`src/rtl/pc_redirect_ctrl_pkg.sv`:
```
// Shared definitions for the PC redirect controller:
// FSM states, request priority classes and the pending-request bundle.
package pc_redirect_ctrl_pkg;

  localparam logic [1:0] ST_IDLE  = 2'd0;
  localparam logic [1:0] ST_PEND  = 2'd1;
  localparam logic [1:0] ST_FLUSH = 2'd2;

  localparam logic [1:0] CLS_BR1  = 2'd0;
  localparam logic [1:0] CLS_BR0  = 2'd1;
  localparam logic [1:0] CLS_TRAP = 2'd2;

  localparam int unsigned FLUSH_CYCLES_DEF = 2;

  typedef struct packed {
    logic        vld;
    logic [1:0]  cls;
    logic [31:0] addr;
  } redir_t;

  function automatic logic [7:0] sat_add8(
    input logic [7:0] a,
    input logic [1:0] b
  );
    logic [8:0] s;
    s = {1'b0, a} + {7'b0, b};
    return s[8] ? 8'hFF : s[7:0];
  endfunction

endpackage

```
`src/rtl/redirect_prio_sel.sv`:
```
// Fixed-priority pick among trap, way0 and way1 redirect requests.
// Reports the winner and how many of the other requests lose.
module redirect_prio_sel
  import pc_redirect_ctrl_pkg::*;
(
  input  logic        trap_valid_i,
  input  logic [31:0] trap_addr_i,
  input  logic        br0_valid_i,
  input  logic [31:0] br0_addr_i,
  input  logic        br1_valid_i,
  input  logic [31:0] br1_addr_i,
  output redir_t      win_o,
  output logic [1:0]  drop_o
);

  logic [1:0] n_req;

  always_comb begin
    win_o = '0;
    priority case (1'b1)
      trap_valid_i: win_o = '{1'b1, CLS_TRAP, trap_addr_i};
      br0_valid_i:  win_o = '{1'b1, CLS_BR0, br0_addr_i};
      br1_valid_i:  win_o = '{1'b1, CLS_BR1, br1_addr_i};
      default:      win_o = '0;
    endcase
  end

  always_comb begin
    n_req = {1'b0, trap_valid_i}
          + {1'b0, br0_valid_i}
          + {1'b0, br1_valid_i};
    drop_o = (n_req == 2'd0) ? 2'd0 : n_req - 2'd1;
  end

endmodule

```
`src/rtl/pc_redirect_ctrl.sv`:
```
// Arbitrates trap/branch redirects, holds them until both PC units
// are ready, then broadcasts a jump and squashes the wrong path.
module pc_redirect_ctrl
  import pc_redirect_ctrl_pkg::*;
#(
  parameter int unsigned FLUSH_CYCLES = FLUSH_CYCLES_DEF
) (
  input  logic        clk,
  input  logic        reset_n,
  input  logic        trap_valid_i,
  input  logic [31:0] trap_addr_i,
  input  logic        br0_valid_i,
  input  logic [31:0] br0_addr_i,
  input  logic        br1_valid_i,
  input  logic [31:0] br1_addr_i,
  input  logic        pcu0_ready_i,
  input  logic        pcu1_ready_i,
  output logic        jump_flag_o,
  output logic [31:0] jump_addr_o,
  output logic        flush_o,
  output logic        busy_o,
  output logic        misalign_o,
  output logic [7:0]  drop_cnt_o
);

  localparam logic [3:0] FC = 4'(FLUSH_CYCLES);

  logic [1:0]  state_q, state_d;
  logic [3:0]  cnt_q, cnt_d;
  redir_t      pend_q, pend_d;
  logic        jump_flag_q, jump_flag_d;
  logic [31:0] jump_addr_q, jump_addr_d;
  logic        flush_q, flush_d;
  logic        misalign_q, misalign_d;
  logic [7:0]  drop_cnt_q, drop_cnt_d;

  redir_t      sel;
  logic [1:0]  sel_drop;
  redir_t      cand;
  logic [1:0]  drops;
  logic        both_ready;

  redirect_prio_sel u_sel (
    .trap_valid_i (trap_valid_i),
    .trap_addr_i  (trap_addr_i),
    .br0_valid_i  (br0_valid_i),
    .br0_addr_i   (br0_addr_i),
    .br1_valid_i  (br1_valid_i),
    .br1_addr_i   (br1_addr_i),
    .win_o        (sel),
    .drop_o       (sel_drop)
  );

  assign both_ready = pcu0_ready_i & pcu1_ready_i;

  always_comb begin
    state_d     = state_q;
    cnt_d       = cnt_q;
    pend_d      = pend_q;
    jump_flag_d = 1'b0;
    jump_addr_d = jump_addr_q;
    flush_d     = flush_q;
    misalign_d  = 1'b0;
    cand        = '0;
    drops       = sel_drop;

    unique case (state_q)
      ST_IDLE: cand = sel;
      ST_PEND: begin
        if (sel.vld && (sel.cls > pend_q.cls)) begin
          cand  = sel;
          drops = sel_drop + 2'd1;
        end else begin
          cand  = pend_q;
          drops = sel_drop + {1'b0, sel.vld};
        end
      end
      ST_FLUSH: begin
        // branches seen during a flush are on the wrong path
        cand  = '{trap_valid_i, CLS_TRAP, trap_addr_i};
        drops = {1'b0, br0_valid_i} + {1'b0, br1_valid_i};
      end
      default: state_d = ST_IDLE;
    endcase

    if (cand.vld) begin
      if (both_ready) begin
        jump_flag_d = 1'b1;
        jump_addr_d = {cand.addr[31:2], 2'b00};
        misalign_d  = |cand.addr[1:0];
        flush_d     = 1'b1;
        cnt_d       = FC;
        state_d     = ST_FLUSH;
        pend_d      = '0;
      end else begin
        pend_d  = cand;
        state_d = ST_PEND;
        flush_d = 1'b0;
        cnt_d   = 4'd0;
      end
    end else if (state_q == ST_FLUSH) begin
      cnt_d = cnt_q - 4'd1;
      if (cnt_q <= 4'd1) begin
        state_d = ST_IDLE;
        flush_d = 1'b0;
        cnt_d   = 4'd0;
      end
    end

    drop_cnt_d = sat_add8(drop_cnt_q, drops);
  end

  always_ff @(posedge clk or negedge reset_n) begin
    if (!reset_n) begin
      state_q     <= ST_IDLE;
      cnt_q       <= 4'd0;
      pend_q      <= '0;
      jump_flag_q <= 1'b0;
      jump_addr_q <= 32'd0;
      flush_q     <= 1'b0;
      misalign_q  <= 1'b0;
      drop_cnt_q  <= 8'd0;
    end else begin
      state_q     <= state_d;
      cnt_q       <= cnt_d;
      pend_q      <= pend_d;
      jump_flag_q <= jump_flag_d;
      jump_addr_q <= jump_addr_d;
      flush_q     <= flush_d;
      misalign_q  <= misalign_d;
      drop_cnt_q  <= drop_cnt_d;
    end
  end

  assign jump_flag_o = jump_flag_q;
  assign jump_addr_o = jump_addr_q;
  assign flush_o     = flush_q;
  assign busy_o      = (state_q != ST_IDLE);
  assign misalign_o  = misalign_q;
  assign drop_cnt_o  = drop_cnt_q;

endmodule

```
`config.mk`:
```
export PLATFORM = sky130hd
export DESIGN_NAME = pc_redirect_ctrl
export DESIGN_NICKNAME = d
export VERILOG_FILES = /design/src/rtl/pc_redirect_ctrl_pkg.sv /design/src/rtl/redirect_prio_sel.sv /design/src/rtl/pc_redirect_ctrl.sv
export SDC_FILE = /design/constraint.sdc
export NUM_CORES = 1
export LEC_CHECK = 0
export CAP_MARGIN = 20
export CORE_MARGIN = 2
export CORE_UTILIZATION = 49
export DETAILED_ROUTE_END_ITERATION = 7
export GPL_TIMING_DRIVEN = 0
export PLACE_DENSITY = 0.86
export SLEW_MARGIN = 25
export SYNTH_ARGS = -nofsm -noshare
export SYNTH_HDL_FRONTEND = slang
export SYNTH_HIERARCHICAL = 1
export SYNTH_SLANG_ARGS = --single-unit
```
`constraint.sdc`:
```
create_clock -name clk -period 3.38 [get_ports clk]
set_input_delay 0.676 -clock clk [delete_from_list [all_inputs] [get_ports clk]]
set_output_delay 0.676 -clock clk [all_outputs]
set_load 0.05 [all_outputs]
```
==> flow_summary_export.csv, run 1 <==
group,metric,value,unit
status,outcome,"finished clean",
logic_synthesis,synth_edf_count,0,
logic_synthesis,ys.flop_type,"dfrtp_1",
setup_path,r2r-end,"drop_cnt_o[6]",
global_route,grt_pass1_vias,5056,
sta,period_share,0.953,
logic_synthesis,synth_area,5280,um2
logic_synthesis,synth.distinct_cells,44,
sta,hold_viol_final,0,
setup_path,crit_chain,"dlygate4sd2_1, buf_6, inv_1, fa_1, nor2b_4, ha_2, nand2_1, mux2_1, o221ai_2, buf_4, fa_2, and3_4, nand3_2, nor3_2, a21oi_1",
routing,drc,0,
logic_synthesis,yosysMostFrequentCell,"nand3_1",
setup_path,cp.required,3.62,ns
logic_synthesis,ys_top_cells_by_area,"dfrtp_1 39%, nand3_1 9.4%, mux2_4 6.8%",
setup_path,endpoint_kind,"register",
sta,finalCriticalPeriod,3.22,ns
cts,htree_num_levels,3,
logic_synthesis,synthCells,533,
sta,setup_viol,0,
setup_path,timing.rr.start,"state_q[1]",
power,power_density,913,nW/um2
setup_path,start_kind,"primary input",
global_route,grt_pass1_wl,25200,um
finish,layout.area.seq,2050,um2
routing,viasPerCell,6.09,
setup_path,cp_data_arrival_time,3.46,ns
setup_path,slowest_stage,"fa_1",
setup_path,reg2reg_depth,13,
power,ir_worst_vdd,560,uV
logic_synthesis,synth_largest_area_cell,"dfrtp_1",
logic_synthesis,async_flop_share,1.00,
routing,routed_wl,15900,um
die,pin_count,147,
placement,post-dp-hpwl,11300,um
routing,num_vias,5074,
logic_synthesis,ys_ff_latch,82,
finish,fin_area,7250,um2
cts,clk_latency,0.36,ns
setup_path,critPathLaunch,"br1_valid_i",
finish,n_antenna_cell,0,
global_route,antenna_found_initial,0,
cts,clkTransAtPathRegs,0.09,ns
setup_path,max_stage_delay,0.52,ns
setup_path,reg2reg_slack,0.22,ns
die,initial_core_util,0.507,
routing,drt_iter0_drc,452,
setup_path,critPathKind,"primary input to register",
cts,clockBufferDepth,2,
global_route,grt_usage,0.276,
placement,dpl-instance-area,6930,um2
die,dieArea,11600,um2
job,cap_violations,0,
die,die_w,108,um
die,fp.dieH,108,um
placement,port_buffers,144,
hold_path,hold_path.class,"primary input to async pin",
global_route,grt_max_degree,48,
sta,timing.max_slew.rel_slack,0.627,
cts,cts_buffers,9,
sta,worst_pin_slew,0.558,ns
sta,fin_skew,0.0122,ns
cts,cts_tree,"built",
sta,final_max_slew_viol_count,0,
finish,drive_gt1_frac,0.142,
logic_synthesis,synth_seq_area_share,0.389,
global_route,grt.overflow.total,0,
die,rows,37,
power,leakagePower,0.00311,uW
finish,fin_nets,810,
routing,antenna_left,0,
finish,syn2layout_area_growth,37.4,%
logic_synthesis,synth_top_area_share,0.389,
logic_synthesis,yosys-top-cells-count,"99 x nand3_1, 82 x dfrtp_1, 45 x a21oi_1",
routing,drt_first_pass_iters,5,
finish,multi_input_area,2910,um2
cts,clockRootBuffer,"clkbuf_8",
cts,cts_num_sinks,82,
power,power,6620,uW
die,core-area,10400,um2
finish,fillCellCount,790,
setup_path,cp_max_fo,11,
routing,wl_per_cell,19.1,um
placement,place.gp.congestion,0.888,
logic_synthesis,syn_area_per_cell,9.91,um2
logic_synthesis,ys.warnings.count,6,
sta,max_freq,0.310,GHz
==> worst max path at each step <==
stage                          endpoint  slack [ns]  cells past startpoint
after floorplan           drop_cnt_o[7]        0.02                     15
after global placement    drop_cnt_o[4]       -1.24                      1
final                     drop_cnt_o[6]        0.16                     15
after detailed placement  drop_cnt_o[7]       -0.97                     16
after global routing      drop_cnt_o[6]       -0.01                     15
after CTS                 drop_cnt_o[7]        0.06                     16
==> cell usage in the layout, fill, tap and decap left out, types with 3 or more instances in the layout <==
cell type          n
a22o_1            32
a2bb2oi_1         31
o21ai_0            3
buf_2              9
clkdlybuf4s50_1  140
buf_6             12
nor2_1            12
nand3b_1          32
nand2_1           11
nor3_1             3
dfrtp_1           82
a22oi_1           32
ha_1              11
buf_4             14
clkbuf_8           9
inv_1             10
a21oi_1           43
xnor2_1            3
nand3_1           97
bufinv_16          3
o21a_1             4
clkbuf_1          22
mux2_1             7
nand2b_1           3
mux2_4            24
==> area by class of cell <==
type / instances / share of cell area
Clock buffer: 10 / 0.0176
Tap cell: 136 / 0.0235
Multi-Input combinational cell: 385 / 0.401
Clock inverter: 6 / 0.0157
Inverter: 13 / 0.00707
Buffer: 51 / 0.0461
Timing Repair Buffer: 150 / 0.206
Sequential cell: 82 / 0.283
==> worst max-delay path: cells and delay by family <==
family / cells / cell delay (ns)
AOI/OAI and AO/OA: 2 / 0.24
adders and majority gates: 3 / 0.90
buffers and inverters: 4 / 0.63
muxes: 1 / 0.31
and+or+nand+nor: 5 / 0.70
==> power breakdown <==
part           leakage, uW  total, uW  internal [uW]  switching [uW]
Sequential         0.00105       1640           1380             264
Combinational      0.00195       4110           1650            2450
Clock             0.000113        873            494             379
==> through the flow <==
step / utilization / std cells / hold WS (ns) / TNS [ns] / worst slack [ns]
4_1_cts: 0.694 / 834 / 0.281 / 0 / 0.0558
3_5_place_dp: 0.665 / 815 / 0.469 / -20.12 / -0.967
5_1_grt: 0.696 / 833 / 0.293 / -0.0126 / -0.0126
6_report: 0.696 / 833 / 0.272 / 0 / 0.159
2_1_floorplan: - / 534 / 0.380 / 0 / 0.0182
3_3_place_gp: 0.663 / 814 / 0.462 / -117.21 / -1.24
==> registers in the layout, summed over array words and instances, names as in the netlist <==
name,cells
state_q,2
drop_cnt_o,8
pend_q,35
misalign_o,1
cnt_q,4
jump_addr_o,30
flush_o,1
jump_flag_o,1
==> per-layer routing <==
layer  GRT usage  vias up  wire length [um]
met3      0.0533       21              1340
met2       0.456      279              7660
met5           0        -                 0
met1       0.368     2443              6680
met4      0.0842        0               210
li1            -     2331                 -
==> logic make-up (layout without fill, tap and decap cells) <==
kind of cell | after synthesis | count (layout) | synth area share
other | 1 | 2 | 0.000710
DFF | 82 | 82 | 0.389
buffers and inverters | 67 | 230 | 0.0744
and+or+nand+nor | 172 | 172 | 0.180
adders and majority gates | 15 | 15 | 0.0384
xor gates and xnor gates | 3 | 3 | 0.00498
muxes | 31 | 31 | 0.0832
AOI/OAI and AO/OA | 162 | 162 | 0.230
==> timing repair <==
action                                 4_1_cts  5_1_grt
endpoints found under the hold margin        0        0
hold buffers                                 0        0
pin swaps                                    4        5
setup endpoints to repair                    8        8
setup buffers                                4        1
resized for setup                           17       11
Note: power is estimated with default switching activity, not from simulation.
==> inputs of run 2 (changes only) <==
--- a/config.mk
+++ b/config.mk
@@ -11,6 +11,7 @@
 export DETAILED_ROUTE_END_ITERATION = 7
 export GPL_TIMING_DRIVEN = 0
 export PLACE_DENSITY = 0.86
+export SKIP_CTS_REPAIR_TIMING = 1
 export SLEW_MARGIN = 25
 export SYNTH_ARGS = -nofsm -noshare
 export SYNTH_HDL_FRONTEND = slang
==> run 2 against run 1 <==
Effect of this change: clock power hardly changed; first-iteration DRC count decreased by 0.88%; maximum frequency shrank 0.41%; power decreased by 0.26%; die area unchanged; largest cell class unchanged; worst hold slack about the same; clock skew about the same; non-clock buffer count is the same; final area is 0.41% higher; critical endpoint unchanged.
==> flow_summary_export.csv, run 2 (same netlist as run 1, synthesis figures left out) <==
group,metric,value,unit
routing,wl_per_cell,18.8,um
power,leakagePower,0.00314,uW
cts,htree_num_levels,3,
power,power,6600,uW
cts,cts_buffers,9,
power,power_density,906,nW/um2
die,dieArea,11600,um2
setup_path,cp_max_fo,19,
setup_path,critPathKind,"primary input to register",
sta,period_share,0.957,
finish,fin_nets,810,
global_route,grt_pass1_wl,25100,um
finish,final_cell_mix,"140 x clkdlybuf4s50_1, 97 x nand3_1, 82 x dfrtp_1, 45 x a21oi_1",
sta,max_freq,0.309,GHz
finish,largest_reg_flops,35,
finish,drive_gt1_frac,0.141,
sta,timing.max_slew.rel_slack,0.619,
sta,worst_pin_slew,0.571,ns
cts,cts_tree,"built",
global_route,antenna_found_initial,0,
status,outcome,"finished clean",
routing,routed_wl,15700,um
job,cap_violations,0,
power,power_frac_clock,0.132,
routing,drc,0,
routing,drt_iter0_drc,448,
finish,final_common_cell,"clkdlybuf4s50_1",
sta,final_max_slew_viol_count,0,
power,switching_share,0.466,
die,fp.dieH,108,um
power,p_switching,3080,uW
sta,hold_viol_final,0,
setup_path,endpoint_kind,"register",
sta,finalCriticalPeriod,3.23,ns
die,initial_core_util,0.507,
finish,top_register,"pend_q",
die,die_w,108,um
setup_path,start_kind,"primary input",
routing,num_vias,5071,
cts,cts_num_sinks,82,
power,combPwrFrac,0.620,
global_route,grt_usage,0.274,
cts,clockRootBuffer,"clkbuf_8",
die,rows,37,
hold_path,hold_path.class,"primary input to async pin",
placement,port_buffers,144,
routing,drt_first_pass_iters,5,
power,ir_worst_vdd,571,uV
sta,fin_skew,0.0117,ns
power,intPower,3520,uW
global_route,grt_max_degree,48,
setup_path,cp_data_arrival_time,3.47,ns
routing,viasPerCell,6.09,
setup_path,cp.required,3.62,ns
cts,clockBufferDepth,2,
die,core-area,10400,um2
finish,syn2layout_area_growth,37.9,%
cts,clkTransAtPathRegs,0.09,ns
power,power_frac_seq,0.248,
cts,clk_latency,0.36,ns
global_route,grt.overflow.total,0,
finish,n_antenna_cell,0,
placement,post-dp-hpwl,11300,um
sta,setup-tns-final,0,ns
die,pin_count,147,
global_route,grt_pass1_vias,5011,
sta,setup_viol,0,
routing,antenna_left,0,
placement,place.gp.congestion,0.888,
run 2: stage by stage:
stage                     worst slack, ns  instances  utilization  instance area [um2]  hold slack, ns
after floorplan                    0.0182        534            -                 5290           0.380
after global routing             -0.00591        833        0.699                 7280           0.302
final                               0.146        833        0.699                 7280           0.272
after detailed placement           -0.967        815        0.665                 6930           0.469
after global placement              -1.24        814        0.663                 6900           0.462
after CTS                          -0.592        831        0.688                 7170           0.281
run 2: worst paths after layout:
kind | startpoint | cells past startpoint | slack, ns | end
worst max-delay path | br0_valid_i | 15 | 0.15 | drop_cnt_o[6]
worst min-delay path | reset_n | 1 | 0.27 | jump_addr_o[18]
worst max register to register | state_q[1] | 12 | 0.44 | drop_cnt_o[6]
worst min register to register | flush_o | 1 | 0.49 | flush_o
max in group asynchronous | reset_n | 2 | 2.49 | state_q[0]
min in group clk | flush_o | 1 | 0.49 | flush_o
run 2: area by class of cell:
type                            instances  area (um2)
Timing Repair Buffer                  150        1510
Clock inverter                          6         114
Buffer                                 51         350
Inverter                               13        51.3
Tap cell                              136         170
Sequential cell                        82        2050
Clock buffer                           10         128
Fill cell                             778        3130
Multi-Input combinational cell        385        2910
run 2: worst max-delay path, cell delays in order:
cell,delay [ns]
dlymetal6s2s_1,0.17
buf_12,0.18
inv_2,0.06
fa_1,0.58
nor2b_4,0.16
ha_1,0.16
nand2_1,0.05
mux2_2,0.29
o221ai_4,0.22
buf_6,0.13
fa_2,0.21
and3_4,0.21
nand3_2,0.09
nor3_2,0.19
a21oi_1,0.06
run 2: power groups by stage:
stage / Clock (uW) / Combinational (uW) / Sequential (uW)
detailed placement: 0 / 4000 / 1630
global route: 912 / 4390 / 1680
global placement: 0 / 3890 / 1620
floorplan: 0 / 2110 / 2320
CTS: 873 / 4030 / 1620
finish: 870 / 4100 / 1640
run 2: per-layer routing:
layer | GRT usage | up-vias | share of wire | routed length, um
li1 | - | 2330 | - | -
met4 | 0.0824 | 0 | 0.015 | 235
met3 | 0.0460 | 21 | 0.076 | 1200
met1 | 0.367 | 2479 | 0.42 | 6670
met2 | 0.455 | 241 | 0.48 | 7600
met5 | 0 | - | 0 | 0
==> inputs of run 3 (changes only) <==
--- a/config.mk
+++ b/config.mk
@@ -7,10 +7,10 @@
 export LEC_CHECK = 0
 export CAP_MARGIN = 20
 export CORE_MARGIN = 2
-export CORE_UTILIZATION = 49
+export CORE_UTILIZATION = 30
 export DETAILED_ROUTE_END_ITERATION = 7
 export GPL_TIMING_DRIVEN = 0
-export PLACE_DENSITY = 0.86
+export PLACE_DENSITY = 0.59
 export SKIP_CTS_REPAIR_TIMING = 1
 export SLEW_MARGIN = 25
 export SYNTH_ARGS = -nofsm -noshare
==> run 3 against run 2 <==
Effect of this change: register-to-register slack got worse by 0.23 ns; via count shrank 1.8%; setup slack lost 0.022 ns; final area increased by 2.4%; critical path depth is 1 lower; critical path type unchanged; highest routed layer unchanged.
==> flow_summary_export.csv, run 3 (same netlist as run 1, synthesis figures left out) <==
group,metric,value,unit
status,outcome,"finished clean",
global_route,grt_usage,0.187,
finish,final_common_cell,"clkdlybuf4s50_1",
setup_path,critPathKind,"primary input to register",
cts,htree_num_levels,3,
sta,max_freq,0.307,GHz
die,core-area,17200,um2
sta,finalCriticalPeriod,3.26,ns
setup_path,slowest_stage,"fa_1",
cts,clk_latency,0.34,ns
placement,place_inst,904,
sta,timing.max_slew.rel_slack,0.564,
finish,final_cell_mix,"140 x clkdlybuf4s50_1, 98 x nand3_1, 82 x dfrtp_1, 43 x a21oi_1",
setup_path,r2r-end,"drop_cnt_o[6]",
die,initial_core_util,0.306,
routing,viasPerCell,5.38,
setup_path,start_kind,"primary input",
global_route,grt_max_degree,47,
die,dieArea,18700,um2
finish,fillCellCount,1642,
finish,layout.area.seq,2050,um2
finish,multi_input_area,2900,um2
routing,drt_iter0_drc,348,
finish,top_register,"pend_q",
routing,num_vias,4981,
routing,drc,0,
routing,wl_per_cell,18.7,um
placement,port_buffers,144,
die,die_w,137,um
die,rows,48,
setup_path,crit_chain,"dlymetal6s2s_1, buf_6, buf_8, inv_1, fa_1, nor2b_4, ha_2, a22oi_1, a21oi_2, ha_2, fa_1, and3_1, nor2b_1, a21oi_1",
finish,n_antenna_cell,0,
routing,routed_wl,17300,um
sta,period_share,0.963,
cts,clockRootBuffer,"clkbuf_16",
power,power,6750,uW
setup_path,cp_num_buf_inv,4,
job,cap_violations,0,
global_route,grt_pass1_vias,5025,
sta,hold_viol_final,0,
routing,antenna_left,0,
global_route,antenna_found_initial,0,
setup_path,critical-path-top-delay-family,"adder cells",
global_route,grt.overflow.total,0,
finish,drive_gt1_frac,0.143,
hold_path,hold_path.class,"primary input to async pin",
finish,fin_area,7460,um2
placement,place_ws,-0.971,ns
setup_path,crit_cells,14,
setup_path,cp.required,3.65,ns
die,pin_count,147,
setup_path,reg2reg_slack,0.21,ns
sta,final_max_slew_viol_count,0,
power,power_density,905,nW/um2
cts,cts_tree,"built",
setup_path,max_stage_delay,0.54,ns
finish,syn2layout_area_growth,41.2,%
setup_path,cp_data_arrival_time,3.52,ns
setup_path,endpoint_kind,"register",
finish,largest_reg_flops,35,
setup_path,cp_max_fo,5,
global_route,grt_pass1_wl,27000,um
power,leakagePower,0.00319,uW
sta,fin_skew,0.00578,ns
sta,worst_pin_slew,0.653,ns
cts,clkTransAtPathRegs,0.06,ns
finish,fin_nets,813,
finish,final_cells,925,
sta,setup_viol,0,
setup_path,reg2reg_depth,13,
cts,cts_num_sinks,82,
routing,drt_first_pass_iters,5,
setup_path,timing.rr.start,"state_q[1]",
placement,dpl-instance-area,7040,um2
cts,clockBufferDepth,2,
die,fp.dieH,137,um
power,ir_worst_vdd,392,uV
cts,cts_buffers,9,
sta,worst_slack,0.124,ns
placement,post-dp-hpwl,12500,um
placement,place.gp.congestion,0.794,
==> run 3: changes by cell type in the layout (fill, tap and decap cells not counted), moves of 2 or more <==
cell / before / now
ha_2: 0 / 2
buf_4: 13 / 15
a21oi_1: 45 / 43
a21oi_2: 0 / 2
clkbuf_16: 0 / 9
ha_1: 12 / 10
bufinv_16: 3 / 0
clkinvlp_4: 2 / 0
clkbuf_8: 9 / 5
==> run 3: final cells by class <==
| type | instances | share of cell area |
|---|---|---|
| flip-flops and latches | 82 | 0.275 |
| clock inverters | 1 | 0.000671 |
| inverters | 13 | 0.00688 |
| multi-input cells | 385 | 0.389 |
| clock buffers | 15 | 0.0399 |
| repair buffers | 152 | 0.204 |
| well taps | 225 | 0.0378 |
| plain buffers | 52 | 0.0463 |
==> run 3: routing by layer <==
metal,share of wire,track usage,routed length (um),up-vias
met5,0,0,0,-
met4,0.014,0.0527,234,0
met3,0.064,0.0307,1110,17
met2,0.47,0.310,8190,170
met1,0.45,0.253,7770,2461
li1,-,-,-,2333
==> run 3: worst reg2reg max path: stages (launching register included) <==
cell,delay [ns]
dfrtp_1,0.41
inv_1,0.09
ha_1,0.14
clkbuf_1,0.24
clkbuf_2,0.34
clkbuf_1,0.41
a22oi_1,0.19
a21oi_2,0.23
ha_2,0.24
fa_1,0.22
and3_1,0.24
nand3_1,0.11
nor3_1,0.14
a21oi_1,0.05
==> run 3: worst max-delay path by stage <==
| stage | from | endpoint | slack, ns |
|---|---|---|---|
| after floorplan | trap_valid_i | drop_cnt_o[7] | 0.02 |
| after global placement | reset_n | jump_addr_o[27] | -1.48 |
| after detailed placement | trap_valid_i | drop_cnt_o[5] | -0.97 |
| after CTS | trap_valid_i | drop_cnt_o[5] | -0.62 |
| after global routing | state_q[1] | drop_cnt_o[6] | -0.01 |
| final | br1_valid_i | drop_cnt_o[4] | 0.12 |
==> run 3: through the flow <==
stage / utilization / hold WS (ns) / setup TNS [ns]
global route: 0.433 / 0.260 / -0.0233
global placement: 0.407 / 0.468 / -139.99
finish: 0.433 / 0.234 / 0
detailed placement: 0.409 / 0.484 / -22.21
CTS: 0.426 / 0.242 / -4.44
floorplan: - / 0.380 / 0
==> run 3: power by group <==
group	total, uW	leakage [uW]	internal (uW)	switching [uW]
sequential	1630	0.00105	1380	248
clock	990	0.000152	598	391
combinational	4130	0.00199	1660	2480
